===== src/rtl/lcd_pkg.sv =====
// Shared definitions for the LCD character-draw path: arbiter FSM states,
// field widths, the RGB565 palette and the latched draw-parameter record.
package lcd_pkg;

  localparam int ASCII_W = 8;
  localparam int COORD_W = 9;
  localparam int COLOR_W = 16;
  localparam int IDX_W   = 2;   // wide enough for up to four requesters
  localparam int CNT_W   = 20;

  typedef enum logic [2:0] {
    ST_IDLE,
    ST_LATCH,
    ST_ISSUE,
    ST_WAIT,
    ST_ACK
  } arb_state_e;

  typedef enum logic [COLOR_W-1:0] {
    RGB_BLACK  = 16'h0000,
    RGB_WHITE  = 16'hFFFF,
    RGB_RED    = 16'hF800,
    RGB_GREEN  = 16'h07E0,
    RGB_BLUE   = 16'h001F,
    RGB_YELLOW = 16'hFFE0
  } rgb565_e;

  typedef struct packed {
    logic [ASCII_W-1:0] ascii;
    logic [COORD_W-1:0] x;
    logic [COORD_W-1:0] y;
    logic               size;
    logic [COLOR_W-1:0] bg;
    logic [COLOR_W-1:0] fg;
  } draw_t;

  function automatic draw_t draw_reset();
    draw_t d;
    d.ascii = '0;
    d.x     = '0;
    d.y     = '0;
    d.size  = 1'b0;
    d.bg    = RGB_BLACK;
    d.fg    = RGB_BLACK;
    return d;
  endfunction

endpackage


===== src/rtl/lcd_char_arbiter_rr_pick.sv =====
// Round-robin pick: the first asserted request found at last_grant+1,
// last_grant+2, ... wrapping modulo NREQ.
module rr_pick
  import lcd_pkg::*;
#(
  parameter int NREQ = 3
) (
  input  logic [NREQ-1:0]  req,
  input  logic [IDX_W-1:0] last_grant,
  output logic             valid,
  output logic [IDX_W-1:0] idx
);

  always_comb begin
    // NOTE: every output is given a default before the search so no latch is inferred.
    valid = 1'b0;
    idx   = '0;
    // NOTE: combinational logic uses blocking '='; the search relies on valid updating immediately.
    for (int k = 1; k <= NREQ; k++) begin
      for (int i = 0; i < NREQ; i++) begin
        if (!valid && req[i] && (i == (int'(last_grant) + k) % NREQ)) begin
          valid = 1'b1;
          idx   = IDX_W'(i);
        end
      end
    end
  end

endmodule


===== src/rtl/lcd_char_arbiter.sv =====
// Arbitrates several character-draw requesters onto one LCD character engine:
// round-robin grant, latched draw parameters, start pulse, completion/timeout ack.
module lcd_char_arbiter
  import lcd_pkg::*;
#(
  parameter int               NREQ    = 3,
  parameter logic [CNT_W-1:0] TIMEOUT = 20'd1_000_000
) (
  input  logic                    sys_clk,
  input  logic                    sys_rst_n,
  input  logic                    init_done,
  input  logic                    flush,
  input  logic [NREQ-1:0]         req,
  input  logic [ASCII_W*NREQ-1:0] ascii_in,
  input  logic [COORD_W*NREQ-1:0] x_in,
  input  logic [COORD_W*NREQ-1:0] y_in,
  input  logic [NREQ-1:0]         size_in,
  input  logic [COLOR_W*NREQ-1:0] bg_in,
  input  logic [COLOR_W*NREQ-1:0] fg_in,
  input  logic                    show_char_done,
  output logic [NREQ-1:0]         ack,
  output logic                    show_char_flag,
  output logic [ASCII_W-1:0]      ascii_num,
  output logic [COORD_W-1:0]      start_x,
  output logic [COORD_W-1:0]      start_y,
  output logic                    en_size,
  output logic [COLOR_W-1:0]      background_color,
  output logic [COLOR_W-1:0]      front_color,
  output logic                    busy,
  output logic                    timeout_err
);

  localparam logic [CNT_W-1:0] TMO_LAST = TIMEOUT - CNT_W'(1);

  arb_state_e       state_q, state_d;
  logic [IDX_W-1:0] grant_q, grant_d;
  logic [IDX_W-1:0] last_q,  last_d;
  logic [CNT_W-1:0] cnt_q,   cnt_d;
  logic             err_q,   err_d;
  draw_t            draw_q,  draw_d;
  logic             flag_q,  flag_d;
  logic [NREQ-1:0]  ack_q,   ack_d;
  logic             busy_q,  busy_d;

  logic             pick_valid;
  logic [IDX_W-1:0] pick_idx;
  draw_t            sel_fields;
  logic [NREQ-1:0]  grant_oh;

  rr_pick #(.NREQ(NREQ)) u_rr_pick (
    .req        (req),
    .last_grant (last_q),
    .valid      (pick_valid),
    .idx        (pick_idx)
  );

  // Mux out the granted requester's packed fields.
  always_comb begin
    sel_fields = draw_q;
    grant_oh   = '0;
    for (int i = 0; i < NREQ; i++) begin
      if (grant_q == IDX_W'(i)) begin
        grant_oh[i]      = 1'b1;
        sel_fields.ascii = ascii_in[i*ASCII_W +: ASCII_W];
        sel_fields.x     = x_in[i*COORD_W +: COORD_W];
        sel_fields.y     = y_in[i*COORD_W +: COORD_W];
        sel_fields.size  = size_in[i];
        sel_fields.bg    = bg_in[i*COLOR_W +: COLOR_W];
        sel_fields.fg    = fg_in[i*COLOR_W +: COLOR_W];
      end
    end
  end

  always_comb begin
    state_d = state_q;
    grant_d = grant_q;
    last_d  = last_q;
    cnt_d   = cnt_q;
    err_d   = err_q;
    draw_d  = draw_q;
    flag_d  = 1'b0;
    ack_d   = '0;

    if (flush) begin
      state_d = ST_IDLE;
    end else begin
      case (state_q)
        ST_IDLE: begin
          if (init_done && pick_valid) begin
            grant_d = pick_idx;
            state_d = ST_LATCH;
          end
        end
        ST_LATCH: begin
          draw_d  = sel_fields;
          flag_d  = 1'b1;
          state_d = ST_ISSUE;
        end
        ST_ISSUE: begin
          cnt_d   = '0;
          state_d = ST_WAIT;
        end
        ST_WAIT: begin
          if (show_char_done) begin
            ack_d   = grant_oh;
            state_d = ST_ACK;
          end else if (cnt_q >= TMO_LAST) begin
            err_d   = 1'b1;
            ack_d   = grant_oh;
            state_d = ST_ACK;
          end else if (cnt_q != '1) begin
            cnt_d = cnt_q + CNT_W'(1);
          end
        end
        ST_ACK: begin
          last_d  = grant_q;
          state_d = ST_IDLE;
        end
        default: state_d = ST_IDLE;
      endcase
    end

    busy_d = (state_d != ST_IDLE);
  end

  // NOTE: sequential state uses non-blocking '<=' so every flop updates from pre-edge values.
  always_ff @(posedge sys_clk or negedge sys_rst_n) begin
    if (!sys_rst_n) begin
      state_q <= ST_IDLE;
      grant_q <= '0;
      last_q  <= IDX_W'(NREQ - 1);
      cnt_q   <= '0;
      err_q   <= 1'b0;
      draw_q  <= draw_reset();
      flag_q  <= 1'b0;
      ack_q   <= '0;
      busy_q  <= 1'b0;
    end else begin
      state_q <= state_d;
      grant_q <= grant_d;
      last_q  <= last_d;
      cnt_q   <= cnt_d;
      err_q   <= err_d;
      draw_q  <= draw_d;
      flag_q  <= flag_d;
      ack_q   <= ack_d;
      busy_q  <= busy_d;
    end
  end

  assign ack              = ack_q;
  assign show_char_flag   = flag_q;
  assign ascii_num        = draw_q.ascii;
  assign start_x          = draw_q.x;
  assign start_y          = draw_q.y;
  assign en_size          = draw_q.size;
  assign background_color = draw_q.bg;
  assign front_color      = draw_q.fg;
  assign busy             = busy_q;
  assign timeout_err      = err_q;

endmodule


===== config.mk =====
export PLATFORM = sky130hd
export DESIGN_NAME = lcd_char_arbiter
export DESIGN_NICKNAME = d
export VERILOG_FILES = /design/src/rtl/lcd_pkg.sv /design/src/rtl/lcd_char_arbiter_rr_pick.sv /design/src/rtl/lcd_char_arbiter.sv
export SDC_FILE = /design/constraint.sdc
export NUM_CORES = 1
export LEC_CHECK = 0
export CORE_MARGIN = 2
export CORE_UTILIZATION = 43
export DETAILED_ROUTE_END_ITERATION = 7
export PLACE_DENSITY_LB_ADDON = 0.1
export REMOVE_ABC_BUFFERS = 1
export SLEW_MARGIN = 20
export SYNTH_ARGS = -nofsm -noshare
export SYNTH_HDL_FRONTEND = slang
export SYNTH_SLANG_ARGS = --single-unit

===== constraint.sdc =====
create_clock -name sys_clk -period 3 [get_ports sys_clk]
set_clock_uncertainty 0.05 [all_clocks]
set_input_delay 0.6 -clock sys_clk [delete_from_list [all_inputs] [get_ports sys_clk]]
set_output_delay 0.6 -clock sys_clk [all_outputs]
set_load 0.01 [all_outputs]

-- Word level (Yosys, flattened, before mapping)
Cells that the tools add are included.
- bits in registers: 92
- latch bits: 0
- RAM bits: 0
- ROM bits: 0
- input bits: 185
- output and inout port bits: 65
- word-level logic and storage cells: 117
- memories kept: 0
- $add $sub $neg: 4
- multipliers: 0
- div/mod/pow operators: 3
- magnitude comparators: 1
- equal/unequal tests: 16
- shift operators: 0
- multiplexer cells: 38
- bitwise operators: 2
- reduce and logical (&&, ||, !) cells: 39
- operator list (operator ; count):
    59-bit 2-to-1 mux ; 3
    2-bit by 32-bit == test with 1-bit output, first input constant ; 3
    3-bit by 32-bit == test with 1-bit output, first input constant ; 3
    32-bit logical NOT ; 3
    32-bit by 3-bit remainder unit with 32-bit output, second input constant ; 3
    20-bit 2-to-1 mux ; 3
    20-bit case mux with 2 select lines ; 1
    3-bit 2-to-1 mux ; 8
    20-bit by 1-bit adder with 20-bit output, second input constant ; 1
    20-bit >= comparator, second input constant ; 1
    20-bit inequality test, second input constant ; 1
    1-bit logical AND ; 18
    1-bit 2-to-1 mux ; 15
    2-bit 2-to-1 mux ; 7
    3-bit case mux with 4 select lines ; 1
    1-bit logical NOT ; 8
    2-bit by 2-bit adder with 3-bit output, second input constant ; 2
    3-bit by 2-bit == test with 1-bit output, second input constant ; 2
    2-bit inequality test, second input constant ; 3
    3-bit AND reduction ; 2
    3-bit nonzero test ; 2
    5-bit AND reduction ; 1
    4-bit AND reduction ; 1
    2-bit by 1-bit adder with 3-bit output, second input constant ; 1
    other kinds (9) ; 10

-- Longest topological paths before layout
Gate-level depths: netlist of the first run.
- word-level depth: 42
- depth in mapped cells: 9
- depth with buffers taken out: 7

-- By module
Synthesis of the first run repeated with hierarchy kept, for this count alone.
- cells, all modules: 522
- area total of the unflattened synthesis: 5021.1 µm²
- by module, submodules not included (module ; times used ; cells each ; area each (µm²)):
    lcd_char_arbiter ; 1 ; 506 ; 4913.5
    rr_pick ; 1 ; 16 ; 107.6

-- Worst setup path before layout of the first run
OpenSTA, ideal clock, no wires.
- path kind: input port to flip-flop
- start point: in flush
- end point: reg draw_q, in the netlist ascii_num[7]
- setup time: 0.137 ns
- arrival: 2.101 ns
- data required time: 2.813 ns
- slack: 0.712 ns
- cell stages on the path: 9
- path through: buf_2 > or4b_1 > clkbuf_1 > inv_2 > nand2_1 > buf_2 > buf_2 > o22ai_1 > a21oi_1
- word-level cells in the longest chain between the ends: 2
- RTL lines (what ; line ; source):
    start, declared ; lcd_char_arbiter.sv:12 ; input logic flush,
    1-bit inverter (no source line) ; n/a ;
    3-bit AND reduction (no source line) ; n/a ;
    end signal, assigned ; lcd_char_arbiter.sv:134 ; draw_q <= draw_reset();
    end signal, assigned ; lcd_char_arbiter.sv:144 ; draw_q <= draw_d;
    end, declared ; lcd_char_arbiter.sv:40 ; draw_t draw_q, draw_d;
Every way passes these cells.
A chain may end at the register's enable or synchronous reset.

-- Worst setup path after layout of the first run
- start point: in show_char_done
- end point: reg cnt_q[15]
- word-level cells in the longest chain between the ends: 2
- RTL lines (what ; line ; source):
    start, declared ; lcd_char_arbiter.sv:20 ; input logic show_char_done,
    2-bit inequality test (no source line) ; n/a ;
    5-bit AND reduction (no source line) ; n/a ;
    end signal, assigned ; lcd_char_arbiter.sv:142 ; cnt_q <= cnt_d;
    end, declared ; lcd_char_arbiter.sv:38 ; logic [CNT_W-1:0] cnt_q, cnt_d;
Every way passes these cells.

==> metrics.md, run 1 <==
| Metric | Value |
|---|---|
| Final routed DRC violation total | `0` |
| Max rail drop VDD | `357.7 µV` |
| Input/output buffers | `249` |
| Total Negative Setup Slacks | `0 ns` |
| Die outline height | `118.3 µm` |
| Number of instances in the synthesized netlist | `648` |
| Final wirelength | `18510 µm` |
| Initial standard-cell utilization of the core | `44.37%` |
| Commonest cells in the synthesized netlist | `123 x a21oi_1, 91 x dfrtp_1, 57 x nor2_1` |
| Top fanout value on the critical path | `36` |
| TritonCTS Buffers | `9` |
| Finish-stage setup viols | `0` |
| Ports placed on the boundary | `250` |
| Starting DRC count in detailed routing | `467` |
| Least-Margin Pin Slew | `0.6658 ns` |
| Post-placement cell area | `0.008279 mm²` |
| Post-detailed-route wirelength per cell | `17.68 µm` |
| Run status | `finished, final reports clean` |
| Cell Rows | `41` |
| Class of the tightest hold or removal check | `in2async` |
| Startpoint types | `input port` |
| Share of synthesized registers carrying an async set or reset | `100.0%` |
| Slew headroom | `55.05%` |
| Post-synthesis instance area | `0.005622 mm²` |
| Final critical path time including I/O delays and setup | `2.410 ns` |
| Number of gates given a new drive strength after cts | `0` |
| Average cell area after synthesis | `8.675 µm²` |
| Width of the chip | `118.3 µm` |
| Total congestion overflow after global routing | `0` |
| Cell chosen for the clock root | `clkbuf_16` |
| Maximum number of pins on one net before global-route repair | `76` |
| Yosys warnings | `0` |
| # H-tree levels | `3` |
| Number of non-filler instances in the completed layout | `1047` |
| Dominant cell type by area after synthesis | `dfrtp_1` |
| Signal arrival time at the worst endpoint | `2.62 ns` |
| Final Hold Vio Count | `0` |
| Fraction of final layout cells with drive strength greater than 1 | `6.171%` |
| Maximum buffer depth of the clock tree | `2` |
| Final core area utilization | `68.17%` |
| Placeable core region | `0.01267 mm²` |
| Synth Flop Type | `dfrtp_1` |
| Type of element capturing the critical path | `flip-flop` |
| Library cells used by synthesis | `50` |
| Max-cap violations | `0` |
| Internal reg-to-reg setup slack | `0.77 ns` |
| Final cell area excluding filler cells | `0.008638 mm²` |
| Number of inserted diodes | `0` |
| Total routing usage reported by global routing | `26.36%` |
| Via density per instance | `5.636` |
| Largest cells by area after synthesis | `dfrtp_1 41%, a21oi_1 11%, mux2i_1 9.1%` |
| Clock Latency Late Sink | `0.34 ns` |
| Critical setup path kind | `in2reg` |
| Tcrit/Tclk final | `80.33%` |
| Wire length of the first global-routing pass | `30040 µm` |
| Antenna violations before repair | `0` |
| Max-slew violation total from the final report | `0` |
| Depth of the worst register-to-register path | `6` |
| Post-synth EDFFs | `0` |
| Number of cells in the design after placement | `1031` |
| HPWL after detailed placement | `13420 µm` |
| TritonCTS clock tree | `yes` |
| Crit path required time | `3.21 ns` |
| Portion of the post-synthesis area used by sequential elements | `40.97%` |
| Most frequent cell after synthesis | `a21oi_1` |
| First-pass iteration count of the detailed router | `4` |
| Maximum operating frequency | `415.0 MHz` |
| Flops & latches, synth | `92` |
| Post-detailed-route count of antenna-violating nets | `0` |
| Final net count | `1058` |
| Via count of the first global-routing pass | `5853` |
| Capturing point of the worst reg2reg path | `cnt_q[15]` |
| Startpoint of the lowest-slack register-to-register path | `cnt_q[15]` |
| DIE AREA | `0.01400 mm²` |
| Total number of vias | `5901` |
| Unrepaired setup endpoints after global routing | `no` |
| Number of setup buffers added after CTS | `0` |
| RePlAce Congestion | `0.9343` |
| Total clock sinks | `92` |
| Leakage dissipation | `3.410 nW` |
| Number of hold buffers added after cts | `0` |
| Area growth, synth to finish | `53.66%` |
| Share of the synthesized area in the top cell type | `40.51%` |
| Clk slew on worst S/H paths | `0.06 ns` |
| Areal power density over the cells | `746.9 mW/mm²` |
-- cell usage in the layout, fill, tap and decap left out, drive strengths merged, types with 2 or more instances in the layout --
| cell type | count |
|---|---|
| or4 | 13 |
| nand4 | 7 |
| mux2i | 51 |
| o21ai | 62 |
| ha | 3 |
| nor3b | 30 |
| clkbuf | 11 |
| buf | 16 |
| nor4b | 2 |
| a21oi | 124 |
| o211ai | 2 |
| and4 | 4 |
| o31ai | 22 |
| nand2 | 20 |
| bufinv | 3 |
| clkdlybuf4s50 | 248 |
| nor4 | 4 |
| nand3 | 13 |
| mux2 | 10 |
| nor2 | 58 |
| nand2b | 12 |
| and3 | 22 |
| or3 | 6 |
| nor3 | 5 |
| inv | 9 |
| o22ai | 10 |
| dfrtp | 91 |
-- metal layers --
metal / vias up / share of wire [%] / track usage (%)
met5: - / 0 / 0
met4: 0 / 2.3 / 9.413
met3: 28 / 7.5 / 6.467
met2: 225 / 50 / 45.77
met1: 2811 / 40 / 31.63
li1: 2837 / - / -
-- state kept, by name (all words and copies together) (netlist names) --
register / flops
en_size: 1
timeout_err: 1
start_x: 9
grant_q: 2
state_q: 3
start_y: 9
cnt_q: 20
show_char_flag: 1
front_color: 16
busy: 1
background_color: 16
last_q: 2
ascii_num: 8
ack: 3
-- area by class of cell --
class	instances	area [µm²]
fillers	1020	4033
multi-input cells	495	3074
repair buffers	264	2653
flip-flops and latches	92	2307
clock buffers	11	252.7
well taps	172	215.2
clock inverters	5	106.4
inverters	8	30.03
-- power breakdown --
part | switching [mW] | leakage, nW | internal [mW]
combinational | 1.40 | 2.10 | 1.59
clock | 0.490 | 0.178 | 0.865
sequential | 0.419 | 1.13 | 1.69
total | 2.31 | 3.41 | 4.15
-- stage by stage --
stage / power [mW] / hold WS [ns] / setup slack (ns)
6_report: 6.452 / 0.2340 / 0.5902
5_1_grt: 6.852 / 0.2796 / 0.5035
4_1_cts: 6.495 / 0.2580 / 0.6001
3_5_place_dp: 5.124 / 0.4226 / 0.2582
3_3_place_gp: 5.033 / 0.4110 / 0.3311
2_1_floorplan: 3.595 / 0.2544 / -2.171
-- worst max-delay path by stage --
stage	startpoint	to	slack (ns)	depth (start not counted)
2_1_floorplan	grant_q[0]	background_color[0]	-2.17	4
3_3_place_gp	flush	cnt_q[9]	0.33	7
3_5_place_dp	show_char_done	cnt_q[15]	0.26	7
4_1_cts	show_char_done	cnt_q[15]	0.60	7
5_1_grt	show_char_done	cnt_q[15]	0.50	7
6_report	show_char_done	cnt_q[15]	0.59	7
-- logic make-up after synthesis --
logic type,Yosys count,synth area share [%]
muxes,61,11.08
buffers and inverters,61,4.452
AOI/OAI and AO/OA,230,22.70
adders and majority gates,3,0.6678
and+or+nand+nor,201,20.12
DFF,92,40.97
-- critical path, stage by stage --
cell	delay [ns]
clkdlybuf4s50_1	0.47
or3_1	0.39
a31oi_4	0.23
a21oi_2	0.07
buf_12	0.16
or4_1	0.51
a21oi_1	0.17
(Power assumes the default switching activity.)
==> run 2: changes to the inputs <==
==> constraint.sdc (replaced) <==
create_clock -name sys_clk -period 2.5 [get_ports sys_clk]
set_clock_uncertainty 0.05 [all_clocks]
set_input_delay 0.5 -clock sys_clk [delete_from_list [all_inputs] [get_ports sys_clk]]
set_output_delay 0.5 -clock sys_clk [all_outputs]
set_load 0.01 [all_outputs]
==> metrics.md, run 2 (synthesized netlist as in run 1, its figures left out) <==
| Metric | Value |
|---|---|
| Critical setup path kind | `in2reg` |
| Signal arrival time at the worst endpoint | `2.52 ns (-0.10 ns)` |
| Ports placed on the boundary | `250 (unchanged)` |
| Final cell area excluding filler cells | `0.008662 mm² (+0.28%)` |
| Width of the chip | `118.3 µm (unchanged)` |
| Placeable core region | `0.01267 mm² (unchanged)` |
| Detailed route wirelength on metal3 | `1395 µm (-0.14%)` |
| First-pass iteration count of the detailed router | `5 (+1)` |
| Max layer used | `met4` |
| Startpoint types | `input port` |
| Via count of the first global-routing pass | `5942 (+1.5%)` |
| Post-detailed-route count of antenna-violating nets | `0 (unchanged)` |
| Wire length of the first global-routing pass | `30100 µm (+0.21%)` |
| Depth of the worst register-to-register path | `6 (unchanged)` |
| Max reg flops | `20 (unchanged)` |
| Least-Margin Pin Slew | `0.7636 ns (+0.09779 ns)` |
| Total clock sinks | `92 (unchanged)` |
| Power Total | `7.537 mW (+17%)` |
| Slew headroom | `48.45% (-6.6 points)` |
| Maximum number of pins on one net before global-route repair | `89 (+17%)` |
| Fillers | `1047 (+2.6%)` |
| Total Negative Setup Slacks | `0 ns (unchanged)` |
| Number of setup buffers added after CTS | `0 (unchanged)` |
| Top fanout value on the critical path | `20 (-44%)` |
| Post-detailed-route wirelength per cell | `18.09 µm (+2.3%)` |
| Input/output buffers | `249 (unchanged)` |
| DIE AREA | `0.01400 mm² (unchanged)` |
| Antenna violations before repair | `0 (unchanged)` |
| Areal power density over the cells | `870.1 mW/mm² (+16%)` |
| TritonCTS Buffers | `9 (unchanged)` |
| Commonest cells after routing, fill and taps aside | `248 x clkdlybuf4s50_1, 123 x a21oi_1, 90 x dfrtp_1` |
| Maximum buffer depth of the clock tree | `2 (unchanged)` |
| Type of element capturing the critical path | `flip-flop` |
| Most common library cell in the layout ignoring fill and taps | `clkdlybuf4s50_1` |
| Total routing usage reported by global routing | `26.50% (+0.14 points)` |
| Area growth, synth to finish | `54.08%` |
| Cell Rows | `41 (unchanged)` |
| Post-placement cell area | `0.008377 mm² (+1.2%)` |
| Cell chosen for the clock root | `clkbuf_16` |
| Total congestion overflow after global routing | `0 (unchanged)` |
| Via density per instance | `5.755 (+2.1%)` |
| Run status | `finished, final reports clean` |
| Total number of vias | `6072 (+2.9%)` |
| HPWL after detailed placement | `13790 µm (+2.7%)` |
| Final routed DRC violation total | `0 (unchanged)` |
| TritonCTS clock tree | `yes` |
| Fraction of final layout cells with drive strength greater than 1 | `6.682% (+0.51 points)` |
| Minimum setup slack after placement | `-0.1432 ns (-0.4013 ns)` |
| Die outline height | `118.3 µm (unchanged)` |
| Register with the most flip-flops | `cnt_q` |
| Unrepaired setup endpoints after global routing | `no` |
| Final critical path time including I/O delays and setup | `2.305 ns` |
| Initial standard-cell utilization of the core | `44.37% (unchanged)` |
| Met1 WL | `7578 µm (+2.0%)` |
| Crit path required time | `2.71 ns (-0.50 ns)` |
| Final Hold Vio Count | `0 (unchanged)` |
| Clk slew on worst S/H paths | `0.07 ns (about the same)` |
| Amount of wire on met2 after detailed routing | `9673 µm (+4.6%)` |
| Final net count | `1066 (+0.76%)` |
| Slack of the critical path | `0.1955 ns (-0.3947 ns)` |
| Leakage dissipation | `3.428 nW (+0.51%)` |
| Max-slew violation total from the final report | `0 (unchanged)` |
| Tcrit/Tclk final | `92.18%` |
| Final wirelength | `19090 µm (+3.1%)` |
| # H-tree levels | `3 (unchanged)` |
| Number of gates given a new drive strength after cts | `0 (unchanged)` |
| Max-cap violations | `0 (unchanged)` |
| Number of inserted diodes | `0 (unchanged)` |
| RePlAce Congestion | `0.8829 (-5.5%)` |
| Clock Latency Late Sink | `0.34 ns (about the same)` |
| Class of the tightest hold or removal check | `in2async` |
| Max rail drop VDD | `446.9 µV (+25%)` |
| Number of hold buffers added after cts | `0 (unchanged)` |
| Starting DRC count in detailed routing | `383 (-18%)` |
| Maximum operating frequency | `433.9 MHz` |
| Finish-stage setup viols | `0 (unchanged)` |
## run 2: changes by cell type in the layout (fill, tap and decap cells not counted), sizes merged
cell    change
clkbuf      +1
bufinv      -2
buf         +8
clkinv      +1
## run 2: power by group
part           switching [mW]  internal [mW]
registers               0.476           2.02
logic                    1.73           1.96
clock network           0.574          0.778
total                    2.78           4.76
## run 2: layout make-up
type / instances / area [µm²] / area share (%)
Multi-Input combinational cell: 495 / 3074 / 35.49
Timing Repair Buffer: 272 / 2750 / 31.75
Sequential cell: 92 / 2307 / 26.64
Clock buffer: 12 / 236.5 / 2.730
Tap cell: 172 / 215.2 / 2.484
Clock inverter: 4 / 48.80 / 0.5633
Inverter: 8 / 30.03 / 0.3467
## run 2: worst max-delay path, stage by stage
cell and delay (ns):
clkdlybuf4s50_1 0.43, or3b_4 0.44, nor2_2 0.16, a21oi_2 0.12
buf_12 0.17, or4_1 0.52, a21oi_1 0.18
## run 2: final timing paths
check / slack (ns) / end / startpoint
worst max-delay path: 0.20 / cnt_q[3] / flush
min in group sys_clk: 0.43 / timeout_err / timeout_err
worst min register to register: 0.43 / timeout_err / timeout_err
worst min-delay path: 0.1 / background_color[13] / sys_rst_n
worst max register to register: 0.22 / cnt_q[3] / cnt_q[12]
max in group asynchronous: 1.50 / start_x[6] / sys_rst_n
## run 2: routing by layer
layer  up-vias  track usage, %
li1       2851               -
met2       255           47.18
met4         0           8.660
met3        30           7.143
met5         -               0
met1      2936           30.71
## run 2: through the flow
step | cells | util, % | hold WS [ns]
finish | 1055 | 68.36 | 0.09848
global route | 1055 | 68.36 | 0.1225
CTS | 1055 | 68.36 | 0.1045
detailed placement | 1039 | 66.11 | 0.4227
global placement | 1039 | 66.11 | 0.4123
floorplan | 595 | - | 0.1544
